<file path="config.mk">
export PLATFORM = sky130hd
export DESIGN_NAME = ifetch_unit
export DESIGN_NICKNAME = d
export VERILOG_FILES = /design/src/rtl/ifetch_unit.sv
export SDC_FILE = /design/constraint.sdc
export NUM_CORES = 1
export LEC_CHECK = 0
export BUFFER_PORTS_ARGS = -buffer_cell sky130_fd_sc_hd__buf_2
export CORE_MARGIN = 8
export CORE_UTILIZATION = 35
export CTS_CLUSTER_DIAMETER = 60
export DETAILED_ROUTE_END_ITERATION = 8
export HOLD_SLACK_MARGIN = 0.08
export PLACE_DENSITY = 0.72
export SLEW_MARGIN = 20
export SYNTH_ARGS = -nofsm -noshare
export SYNTH_HDL_FRONTEND = slang
export SYNTH_SLANG_ARGS = --single-unit
</file>
<file path="constraint.sdc">
create_clock -name clk -period 2.4 [get_ports clk]
set_input_delay 0.24 -clock clk [delete_from_list [all_inputs] [get_ports clk]]
set_output_delay 0.24 -clock clk [all_outputs]
set_load 0.02 [all_outputs]
</file>
<file path="src/rtl/ifetch_unit.sv">
// Instruction-fetch stage: owns the PC, fetches the word at pc_curr from IMEM
// over a req/rvalid handshake, holds it for the decoder until the core steps,
// then commits pc_next verbatim. Misaligned targets halt the stage; only reset
// leaves HALT. Retired instructions are counted in instret (wraps silently).
//
// Handshake: imem_req is high in every REQ cycle (reset gates it low) and
// imem_addr is always pc_curr. A response is accepted in any REQ cycle with
// imem_rvalid=1, and imem_rdata is sampled on that same edge. rvalid seen
// outside REQ is dropped.
//
// Optional feature: define IFETCH_TIMEOUT_EN to bound the REQ wait to
// TIMEOUT_CYCLES cycles; on expiry fetch_err and fetch_timeout are set and
// the stage halts. Without the macro REQ waits forever and fetch_timeout is 0.
//
// Debug: state exposes the FSM (0=REQ, 1=EXEC, 2=HALT).
module ifetch_unit #(
    parameter logic [31:0] RESET_PC       = 32'h0000_0000,
    parameter logic [31:0] NOP_INSTR      = 32'h0000_0013,
    parameter int          TIMEOUT_CYCLES = 16
) (
    input  logic        clk,
    input  logic        reset,
    input  logic [31:0] pc_next,
    input  logic        step,
    output logic [31:0] pc_curr,
    output logic [31:0] instr,
    output logic        instr_valid,
    output logic        imem_req,
    output logic [31:0] imem_addr,
    input  logic        imem_rvalid,
    input  logic [31:0] imem_rdata,
    output logic        fetch_err,
    output logic        fetch_timeout,
    output logic [31:0] instret,
    output logic [1:0]  state
);

    localparam logic [1:0] ST_REQ  = 2'd0;
    localparam logic [1:0] ST_EXEC = 2'd1;
    localparam logic [1:0] ST_HALT = 2'd2;

    // The timeout needs at least one counted cycle before the final one.
    if (TIMEOUT_CYCLES < 2) begin : g_bad_timeout
        $error("ifetch_unit: TIMEOUT_CYCLES must be >= 2");
    end

    logic step_ok;   // commit to an aligned target: go fetch again
    logic step_bad;  // commit to a misaligned target: halt

    assign step_ok  = (state == ST_EXEC) && step && (pc_next[1:0] == 2'b00);
    assign step_bad = (state == ST_EXEC) && step && (pc_next[1:0] != 2'b00);

    // Reset gates the request so it is low for as long as reset is held.
    assign imem_req  = (state == ST_REQ) && !reset;
    assign imem_addr = pc_curr;

`ifdef IFETCH_TIMEOUT_EN
    localparam int CW = $clog2(TIMEOUT_CYCLES) + 1;
    localparam logic [CW-1:0] TO_LAST = CW'(TIMEOUT_CYCLES - 1);

    logic [CW-1:0] to_cnt;
    logic          to_fire;

    // rvalid in the final cycle wins over the timeout.
    assign to_fire = (state == ST_REQ) && !imem_rvalid && (to_cnt == TO_LAST);

    // Count silent REQ cycles; cleared whenever REQ is (re)entered.
    always_ff @(posedge clk) begin
        if (reset || step_ok) begin
            to_cnt <= '0;
        end else if ((state == ST_REQ) && !imem_rvalid && !to_fire) begin
            to_cnt <= to_cnt + CW'(1);
        end
    end

    // Sticky timeout flag.
    always_ff @(posedge clk) begin
        if (reset) begin
            fetch_timeout <= 1'b0;
        end else if (to_fire) begin
            fetch_timeout <= 1'b1;
        end
    end
`else
    logic to_fire;

    assign to_fire       = 1'b0;
    assign fetch_timeout = 1'b0;
`endif

    // Fetch FSM, PC, instruction register, error flag and retire counter.
    always_ff @(posedge clk) begin
        if (reset) begin
            state       <= ST_REQ;
            pc_curr     <= RESET_PC;
            instr       <= NOP_INSTR;
            instr_valid <= 1'b0;
            fetch_err   <= 1'b0;
            instret     <= 32'd0;
        end else begin
            case (state)
                ST_REQ: begin
                    if (imem_rvalid) begin
                        instr       <= imem_rdata;
                        instr_valid <= 1'b1;
                        state       <= ST_EXEC;
                    end else if (to_fire) begin
                        fetch_err <= 1'b1;
                        state     <= ST_HALT;
                    end
                end
                ST_EXEC: begin
                    if (step_ok || step_bad) begin
                        pc_curr     <= pc_next;
                        instr       <= NOP_INSTR;
                        instr_valid <= 1'b0;
                        instret     <= instret + 32'd1;
                    end
                    if (step_ok) begin
                        state <= ST_REQ;
                    end else if (step_bad) begin
                        fetch_err <= 1'b1;
                        state     <= ST_HALT;
                    end
                end
                default: begin
                    state <= ST_HALT;
                end
            endcase
        end
    end

endmodule

</file>
* Yosys cells after proc, flatten, opt, wreduce, memory -nomap -nowiden
Cells that the tools add are included.
** Cells by class
- Bitwise operators :: 1
- Add/sub/neg operators :: 1
- Reductions and logical operators :: 14
- Equality and inequality tests :: 4
- Div/mod/pow operators :: 0
- Mux-type cells :: 10
- Shifts and indexed selects :: 0
- Multipliers :: 0
- Order comparisons :: 0
** Operators by type and width (number)
- $mux 32 :: 2
- $pmux 32 s2 :: 1
- $add 32x1->32 const B :: 1
- $mux 2 :: 3
- $reduce_and 3->1 :: 2
- $logic_and 1x1->1 :: 4
- $logic_not 2->1 :: 2
- $pmux 2 s2 :: 1
- $reduce_and 2->1 :: 2
- $reduce_bool 2->1 :: 2
- $ne 3x3->1 const B :: 1
- $eq 2x1->1 const B :: 1
- $mux 1 :: 2
- $ne 2x1->1 const B :: 1
- $ne 2x2->1 const B :: 1
- $pmux 1 s2 :: 1
- $logic_not 1->1 :: 1
- $logic_or 1x1->1 :: 1
- $not 1->1 :: 1
** Word-level totals
- Word-level logic and storage cells :: 36
- Latch bits :: 0
- Memories kept :: 0
- Memory bits (writable) :: 0
- Bits in read-only memories :: 0
- Register bits after elaboration :: 100

* Longest topological paths before layout
Gate-level depths: netlist of the first run.
- Word-level depth :: 6
- Mapped depth :: 8
- Mapped depth without buffers :: 5

* Worst setup path after synthesis of the first run
OpenSTA, ideal clock, no wires.
- Path kind :: register -> register
- From :: register state[0]
- To :: register instret[31]
- Path slack :: 483 ps
- Data arrival time :: 1794 ps
- Clock period less this slack :: 1917 ps
- Cell stages (with the launch flop) :: 6
- Required time :: 2277 ps
- Cell sequence :: dfxtp_1 -> buf_2 -> nand4b_4 -> or4_1 -> nor4_2 -> mux2_1
** On the way
- Longest elaborated chain between the ends :: 5
** Ends and longest elaborated chain
- from (decl) :: RTL line 35 : output logic [1:0] state
- from (signal assigned) :: RTL line 94 : state <= ST_REQ;
- from (signal assigned) :: RTL line 106 : state <= ST_EXEC;
- from (signal assigned) :: RTL line 109 : state <= ST_HALT;
- $eq 2x1->1 * :: RTL line 50, 51, 101
- $logic_and 1x1->1 :: RTL line 50, 51
- $logic_and 1x1->1, on equally long branches :: RTL line 50, 51
- $logic_or 1x1->1 :: RTL line 113 : if (step_ok || step_bad) begin
- $reduce_and 2->1 (no source line) *
- to (signal assigned) :: RTL line 117 : instret <= instret + 32'd1;
- to (decl) :: RTL line 34 : output logic [31:0] instret,
Mark *: on every way between the ends. The rest lies on a longest branch, timed or not.
A chain may end at the register's enable or synchronous reset.

* Final worst setup path of the first run
- From :: register instret[12]
- To :: register instret[29]
** On the way
- Longest elaborated chain between the ends :: 1
** Ends and longest elaborated chain (RTL line)
- $add 32x1->32 :: 117
No other way between the ends.

==> results of run 1 <==
[logic make-up (layout without fill, tap and decap cells)]
| kind of cell | count (synthesis) | in the layout | share of synthesized area |
|---|---|---|---|
| AO/OA/AOI/OAI | 107 | 107 | 0.157 |
| XOR/XNOR | 10 | 10 | 0.0213 |
| adder cells (fa/ha/maj) | 1 | 1 | 0.00305 |
| buffers and inverters | 69 | 228 | 0.0957 |
| flip-flops | 100 | 100 | 0.488 |
| multiplexers | 2 | 2 | 0.00518 |
| other | 1 | 1 | 0.000913 |
| AND/OR/NAND/NOR | 193 | 193 | 0.230 |
[worst max path at each step]
stage	depth (start not counted)	slack, ns	from	endpoint
after floorplan	5	0.48	state[0]$_SDFFE_PP0P_	instret[31]$_SDFFE_PP0P_
after global placement	5	0.44	step	instr[10]$_SDFFE_PP0P_
after detailed placement	5	0.35	step	instr[13]$_SDFFE_PP0P_
after CTS	4	0.40	state[1]$_SDFFE_PP0P_	instr[13]$_SDFFE_PP0P_
after global routing	4	0.30	instret[12]$_SDFFE_PP0P_	instret[29]$_SDFFE_PP0P_
final	4	0.47	instret[12]$_SDFFE_PP0P_	instret[29]$_SDFFE_PP0P_
[power breakdown]
group | internal (mW) | switching (mW) | total [mW]
clock | 0.963 | 0.595 | 1.56
combinational | 0.163 | 0.281 | 0.444
sequential | 1.72 | 0.0377 | 1.76
total | 2.85 | 0.914 | 3.76
[synthesized netlist by cell type, types with 3 or more instances]
master / instances / area [µm²]
a21oi_1: 55 / 275
nand2b_1: 3 / 18.8
or4_1: 13 / 97.6
buf_2: 7 / 35.0
or3_1: 8 / 50.1
nor3_1: 4 / 20.0
inv_1: 4 / 15.0
o31ai_1: 12 / 90.1
and4_1: 5 / 43.8
xnor2_1: 5 / 43.8
xor2_1: 5 / 43.8
nand4_1: 10 / 62.6
nor2_1: 44 / 165
nand2_1: 81 / 304
and3_1: 4 / 25.0
buf_4: 33 / 248
o22ai_1: 3 / 18.8
o21ai_0: 7 / 35.0
a22oi_1: 29 / 218
and2_1: 3 / 18.8
clkbuf_1: 23 / 86.3
dfxtp_1: 100 / 2000
nand3_1: 8 / 40.0
[per-layer routing]
layer / wire (µm) / share of wire
met3: 837 / 0.070
met2: 5820 / 0.49
met5: 0 / 0
met4: 89 / 0.0075
met1: 5150 / 0.43
[worst max-delay path: stages (launching register included)]
cell	delay, ns
dfxtp_1	0.41
and4_1	0.27
nand2_1	0.39
or4_1	0.64
a21oi_1	0.16
[stage by stage]
step | utilization | setup WS [ns] | power [mW]
2_1_floorplan | - | 0.483 | 2.08
3_3_place_gp | 0.438 | 0.438 | 2.23
3_5_place_dp | 0.438 | 0.352 | 2.24
4_1_cts | 0.466 | 0.404 | 3.81
5_1_grt | 0.467 | 0.295 | 3.94
6_report | 0.467 | 0.470 | 3.76
[cells in the final DEF, fill, tap and decap left out, drive strengths merged, types with 2 or more instances in the layout]
cell type / synthesis / final
buf: 41 / 209
dfxtp: 100 / 100
nand2: 81 / 81
a21oi: 55 / 55
nor2: 44 / 44
a22oi: 29 / 29
or4: 13 / 13
o31ai: 12 / 12
clkbuf: 24 / 11
nand4: 10 / 10
nand3: 8 / 8
or3: 8 / 8
o21ai: 7 / 7
and4: 5 / 5
xnor2: 5 / 5
xor2: 5 / 5
nor3: 4 / 4
and3: 4 / 4
inv: 4 / 4
o22ai: 3 / 3
nand2b: 3 / 3
and2: 3 / 3
bufinv: 0 / 2
nor4: 2 / 2
[final cells by class]
class / count / area, µm² / area share
Timing Repair Buffer: 209 / 1080 / 0.203
Tap cell: 143 / 179 / 0.0336
Clock inverter: 4 / 72.6 / 0.0136
Inverter: 4 / 15.0 / 0.00282
Multi-Input combinational cell: 314 / 1730 / 0.324
Clock buffer: 11 / 253 / 0.0474
Sequential cell: 100 / 2000 / 0.376
[state kept, by name, indices dropped and copies added (netlist names)]
| signal | count |
|---|---|
| instret | 32 |
| fetch_err | 1 |
| instr | 32 |
| imem_addr | 32 |
| instr_valid | 1 |
| state | 2 |
==> summary.txt, run 1 <==
Met1 usage: 0.176
Post-CTS Hold Fix Bufs: 0
Total grt overflow: 0
PD cells: 705 nW/µm²
Post-synthesis sequential area ratio: 0.488
Critical Path RT: 2.66 ns
Period utilisation layout: 0.804
Gr busiest metal: met2
Final min period: 1.93 ns
Final nets: 707
Floorplan row count: 39
Initial DRC count: 175
WL final: 11,900 µm
Vias in the first global route: 3,831
Worst Path Max Fanout: 23
Relative slew slack: 0.561
Synth Warn #: 0
Tot GR Track Use: 0.148
Fmax: 518 MHz
Detail Placement HPWL: 8950 µm
Max cap viols: 0
Worst hold path cell count: 3
Placed Area: 5000 µm²
DRC Markers: 0
Worst hold margin: 0.142 ns
Clock Skews: 0.00501 ns
Min-delay worst type: in2reg
Netlist cell types: 40
Final Hold Vio Count: 0
Min-Delay Endpoint: imem_addr[19]$_SDFFE_PP0P_
Share of layout cells above drive strength 1: 0.360
Crit Path Category: reg2reg
# resized after CTS: 0
Status: completed
Design area: 5330 µm²
Mean Syn Cell Area: 8.50 µm²
# port buffers: 200
Die X: 124 µm
Htree depth: 3
Vias per Instance: 4.95
Mapped cell area: 4110 µm²
EDFF count, synth: 0
Fill count: 1,123
CTS buffer count: 9
Die Area: 15,500 µm²
CP Capture Type: flop
Synth-to-Final Area Change: 29.8%
Crit path arrival time: 2.19 ns
# IOs: 202
R2R Path End: instret[29]$_SDFFE_PP0P_
Mapped Nets: 552
Pins Over Slew Limit: 0
Largest net degree at the start of global routing: 54
RSZ-0062 raised after global routing: false
DRT antenna net count: 0
Post-synthesis async set-or-reset flop share: 0
DP Cell Count: 770
Final Setup Violations: 0
FF-to-FF Start: instret[12]$_SDFFE_PP0P_
GP Congestion: 0.763
1st-pass router iterations: 4
Initial antenna violation count: 0
Leak pwr: 2.43 nW
Mapped Cells: 483
Root buffer cell: clkbuf_16
CTS tree: done
FF+latch count, synth: 100
Hold Path Origin: pc_next[19]
Clk sink count: 100
Slew @ Worst Pin: 0.657 ns
R2r setup slk: 0.47 ns
Setup_tns: 0 ns
Ant. Diodes: 0
Finished Layout Cells: 785
Primary FF master, synth: dfxtp_1
Clock Tree Buf Depth: 2
Setup Buffers After CTS: 0
First-pass GRT wire length: 19,500 µm
Initial core utilization: 0.360
Vias: 3,889
Drt wl/cell: 15.2 µm
Die height: 124 µm
Clk slew on worst S/H paths: 0.07 ns
Met2 usage: 0.242
Clock Latency Late Sink: 0.33 ns
Worst Reg2Reg Path Length in Cells: 4
Setup crit start kind: flop
Met3 global-route usage: 0.0545
Worst vdd ir: 0.296 mV
Core box area: 11,400 µm²
(Power assumes the default switching activity.)
==> run 2: changes to the inputs <==
clock period = 1.88 ns   (was 2.4 ns; I/O delays follow)
==> summary.txt, run 2 (synthesis gave the netlist of run 1 again) <==
Drt wl/cell: 15.2 µm
PD cells: 848 nW/µm²
Most frequent cells in the layout: buf_2, dfxtp_1, nand2_1
Clk sink count: 100
Tot GR Track Use: 0.153
Die X: 124 µm
Vias per Instance: 4.97
Largest net degree at the start of global routing: 45
Share of layout cells above drive strength 1: 0.370
First-pass GRT wire length: 20,100 µm
Clock Tree Buf Depth: 2
Crit Path Category: reg2reg
Final min period: 1.77 ns
Final Setup Violations: 0
Status: completed
Worst vdd ir: 0.413 mV
Setup Buffers After CTS: 0
Clock Latency Late Sink: 0.33 ns
Total grt overflow: 0
Die Area: 15,500 µm²
Floorplan row count: 39
Vias in the first global route: 4,201
DRC Markers: 0
Finished Layout Cells: 813
WL final: 12,300 µm
RSZ-0062 raised after global routing: true
Max cap viols: 0
Vias: 4,040
Final Hold Vio Count: 0
Post-layout util: 0.486
GP Congestion: 0.813
Detail Placement HPWL: 9240 µm
Die height: 124 µm
CTS tree: done
Fmax: 566 MHz
Worst hold margin: 0.0923 ns
Commonest non-fill, non-tap cell in the layout: buf_2
Root buffer cell: clkbuf_16
CP Capture Type: flop
Final nets: 734
Min-delay worst type: in2reg
Pins Over Slew Limit: 0
Pre-CTS WS: 0.0356 ns
Initial DRC count: 285
CTS buffer count: 9
Synth-to-Final Area Change: 35.2%
Setup crit start kind: flop
Initial core utilization: 0.360
Period utilisation layout: 0.940
Critical Path Most Common Cell: buf_4
CP Cell Sequence: buf_4 > and3b_1 > nand4_1 > buf_4 > or4_1 > a21oi_1
1st-pass router iterations: 4
Ant. Diodes: 0
Htree depth: 3
Crit path arrival time: 2.03 ns
Critical Path RT: 2.14 ns
DRT antenna net count: 0
DP Cell Count: 786
Clock Skews: 0.00611 ns
Initial antenna violation count: 1
Clk slew on worst S/H paths: 0.06 ns
# port buffers: 200
# IOs: 202
Worst Path Max Fanout: 18
Leak pwr: 2.56 nW
Core box area: 11,400 µm²
Crit path max-delay cell type: or4_1
Critical path's largest stage delay: 0.47 ns
Final worst slack: 0.113 ns
==> run 2: cell count changes in the layout (fill, tap and decap cells not counted), moves of 2 or more <==
| cell | before | now |
|---|---|---|
| dfxtp_2 | 0 | 2 |
| dlygate4sd3_1 | 0 | 11 |
| dfxtp_1 | 100 | 98 |
| buf_4 | 9 | 23 |
==> run 2: area by class of cell <==
class                      instances  area (µm²)
multi-input combinational        314        1720
clock inverter                     4        47.5
tap                              143         179
clock buffer                      12         256
inverter                           4        15.0
timing repair buffer             236        1330
sequential                       100        2000
fill                            1123        5870
==> run 2: metal layers <==
| layer | part of all wire | up-vias | wire (µm) | track usage |
|---|---|---|---|---|
| met2 | 0.49 | 131 | 6070 | 0.259 |
| met1 | 0.41 | 1881 | 5110 | 0.167 |
| met5 | 0.0011 | - | 13 | 0 |
| met3 | 0.076 | 17 | 940 | 0.0626 |
| li1 | - | 2009 | - | - |
| met4 | 0.016 | 2 | 202 | 0.0560 |
==> run 2: worst paths after layout <==
| kind | startpoint | to | slack [ns] | cells after the start |
|---|---|---|---|---|
| setup / recovery | state[1]$_SDFFE_PP0P_ | instret[27]$_SDFFE_PP0P_ | 0.11 | 6 |
| hold reg to reg | imem_addr[26]$_SDFFE_PP0P_ | imem_addr[26]$_SDFFE_PP0P_ | 0.47 | 2 |
| hold / removal | pc_next[29] | imem_addr[29]$_SDFFE_PP0P_ | 0.09 | 3 |
| setup reg to reg | state[1]$_SDFFE_PP0P_ | instret[27]$_SDFFE_PP0P_ | 0.11 | 6 |
==> run 2: where the power goes <==
group	switching (mW)	internal, mW
Clock	0.768	1.10
Combinational	0.365	0.231
Sequential	0.0474	2.20
==> run 2: timing repair <==
action / CTS / global route
hold buffers: 11 / 0
endpoints found under the setup margin: 0 / 33
gates resized for setup: 0 / 5
endpoints found under the hold margin: 11 / 0
==> run 2: per-stage QoR <==
stage               setup TNS [ns]  total power, mW  instance area (µm²)
floorplan                        0             2.66                 4110
global placement                 0             2.86                 5130
detailed placement               0             2.87                 5130
CTS                              0             4.77                 5540
global route              -0.00641             4.92                 5550
finish                           0             4.71                 5550
==> run 2: critical path, delay by kind of cell (launching register included) <==
| family | cells | cell delay, ns |
|---|---|---|
| simple gates | 3 | 0.83 |
| buf+inv | 2 | 0.38 |
| flops | 1 | 0.32 |
| compound gates | 1 | 0.16 |
==> run 3: changes to the inputs <==
CORE_UTILIZATION = 25   (was 35)
PLACE_DENSITY = 0.59   (was 0.72)
clock period = 1.58 ns   (was 1.88 ns; I/O delays follow)
==> summary.txt, run 3 (synthesis gave the netlist of run 1 again) <==
PD cells: 862 nW/µm²
Pins Over Slew Limit: 0
Clock Tree Buf Depth: 2
Period utilisation layout: 1.06
Power share of the combinational group: 0.153
Vias in the first global route: 4,243
Min-delay worst type: in2reg
Vias per Instance: 4.50
Failing checks: setup timing
Post-layout util: 0.407
Switching Fraction: 0.270
WL final: 14,600 µm
Core box area: 16,300 µm²
1st-pass router iterations: 4
GP Congestion: 0.765
DRT antenna net count: 0
Psw: 1.55 mW
Die height: 144 µm
# port buffers: 200
Crit path max-delay cell type: or4_4
CP Cell Sequence: buf_6 > nand2_1 > or4_4 > nor4_4 > mux2_4
Drt wl/cell: 14.9 µm
CTS buffer count: 9
Detail Placement HPWL: 9700 µm
Worst Path Max Fanout: 4
Critical path's largest stage delay: 0.55 ns
Total grt overflow: 0
Final min period: 1.67 ns
Setup_tns: -0.262 ns
CP Capture Type: flop
Root buffer cell: clkbuf_16
Initial DRC count: 227
Vias: 4,420
Int Power: 4.18 mW
Worst vdd ir: 0.451 mV
Final worst slack: -0.0950 ns
Die Area: 20,800 µm²
Most frequent cells in the layout: buf_2, nand2_1, dfxtp_1
Pwr Total: 5.73 mW
Clock Latency Late Sink: 0.34 ns
Final Hold Vio Count: 0
Clk network pwr share: 0.381
Synth-to-Final Area Change: 61.9%
Pre-CTS WS: -0.0631 ns
Floorplan row count: 47
DRC Markers: 0
Largest net degree at the start of global routing: 48
RSZ-0062 raised after global routing: true
Share of layout cells above drive strength 1: 0.418
Max cap viols: 0
Initial antenna violation count: 1
Status: complete, but fails checks
Critical Path RT: 1.81 ns
First-pass GRT wire length: 22,400 µm
# IOs: 202
Crit Path Category: reg2reg
CTS tree: done
Sequential power share: 0.466
Crit path arrival time: 1.91 ns
Commonest non-fill, non-tap cell in the layout: buf_2
Clk slew on worst S/H paths: 0.07 ns
Fmax: 597 MHz
Leak pwr: 3.03 nW
Final Setup Violations: 10
Final nets: 825
Setup crit start kind: flop
Clk sink count: 100
Clock Skews: 0.00434 ns
Finished Layout Cells: 982
Tot GR Track Use: 0.135
Initial core utilization: 0.251
Htree depth: 3
Die X: 144 µm
DP Cell Count: 892
==> run 3: changes by cell type in the layout (fill, tap and decap cells not counted), moves of 10 or more <==
cell           change
dfxtp_1           -17
dfxtp_2           +13
dlygate4sd3_1     +53
buf_6             +10
buf_4             +26
==> run 3: layout make-up <==
cell class	instances	area, µm²
Fill cell	1651	9700
Multi-Input combinational cell	314	1800
Tap cell	220	275
Timing Repair Buffer	327	2220
Antenna cell	1	2.50
Clock inverter	5	40.0
Sequential cell	100	2040
Inverter	4	15.0
Clock buffer	11	254
==> run 3: critical path, delay by kind of cell, from the launching register on <==
family                 cells  cell delay [ns]
AND/OR/NAND/NOR            3             0.78
flip-flops                 1             0.37
multiplexers               1             0.32
buffers and inverters      1             0.09
==> run 3: routing by layer <==
layer / GRT usage / part of all wire
met1: 0.164 / 0.42
met3: 0.0416 / 0.080
met2: 0.215 / 0.48
met5: 0 / 0.00068
met4: 0.0586 / 0.017
==> run 3: path summary, 6_finish.rpt <==
| check | start | to | slack [ns] | cells after the start |
|---|---|---|---|---|
| hold / removal | imem_rvalid | state[0]$_SDFFE_PP0P_ | 0.13 | 3 |
| hold reg to reg | imem_addr[26]$_SDFFE_PP0P_ | imem_addr[26]$_SDFFE_PP0P_ | 0.47 | 2 |
| setup reg to reg | instret[0]$_SDFFE_PP0P_ | instret[31]$_SDFFE_PP0P_ | -0.09 | 5 |
| setup / recovery | instret[0]$_SDFFE_PP0P_ | instret[31]$_SDFFE_PP0P_ | -0.09 | 5 |
==> run 3: power by group through the flow <==
| stage | logic [mW] | registers [mW] | clock network (mW) |
|---|---|---|---|
| finish | 0.877 | 2.67 | 2.18 |
| global route | 0.948 | 2.68 | 2.36 |
| CTS | 0.845 | 2.67 | 2.27 |
| detailed placement | 0.720 | 2.72 | 0 |
| global placement | 0.715 | 2.72 | 0 |
| floorplan | 0.330 | 2.83 | 0 |
==> run 3: what timing repair did <==
action / CTS / global route
cloned: 0 / 2
pin swaps: 3 / 12
endpoints found under the hold margin: 64 / 0
setup endpoints to repair: 12 / 49
buffers inserted: 3 / 4
hold buffers: 64 / 0
gates resized for setup: 5 / 26
==> run 3: stage by stage <==
stage	hold slack (ns)	cell area, µm²
floorplan	0.294	4150
global placement	0.399	5510
detailed placement	0.402	5510
CTS	0.111	6490
global route	0.169	6650
finish	0.134	6650
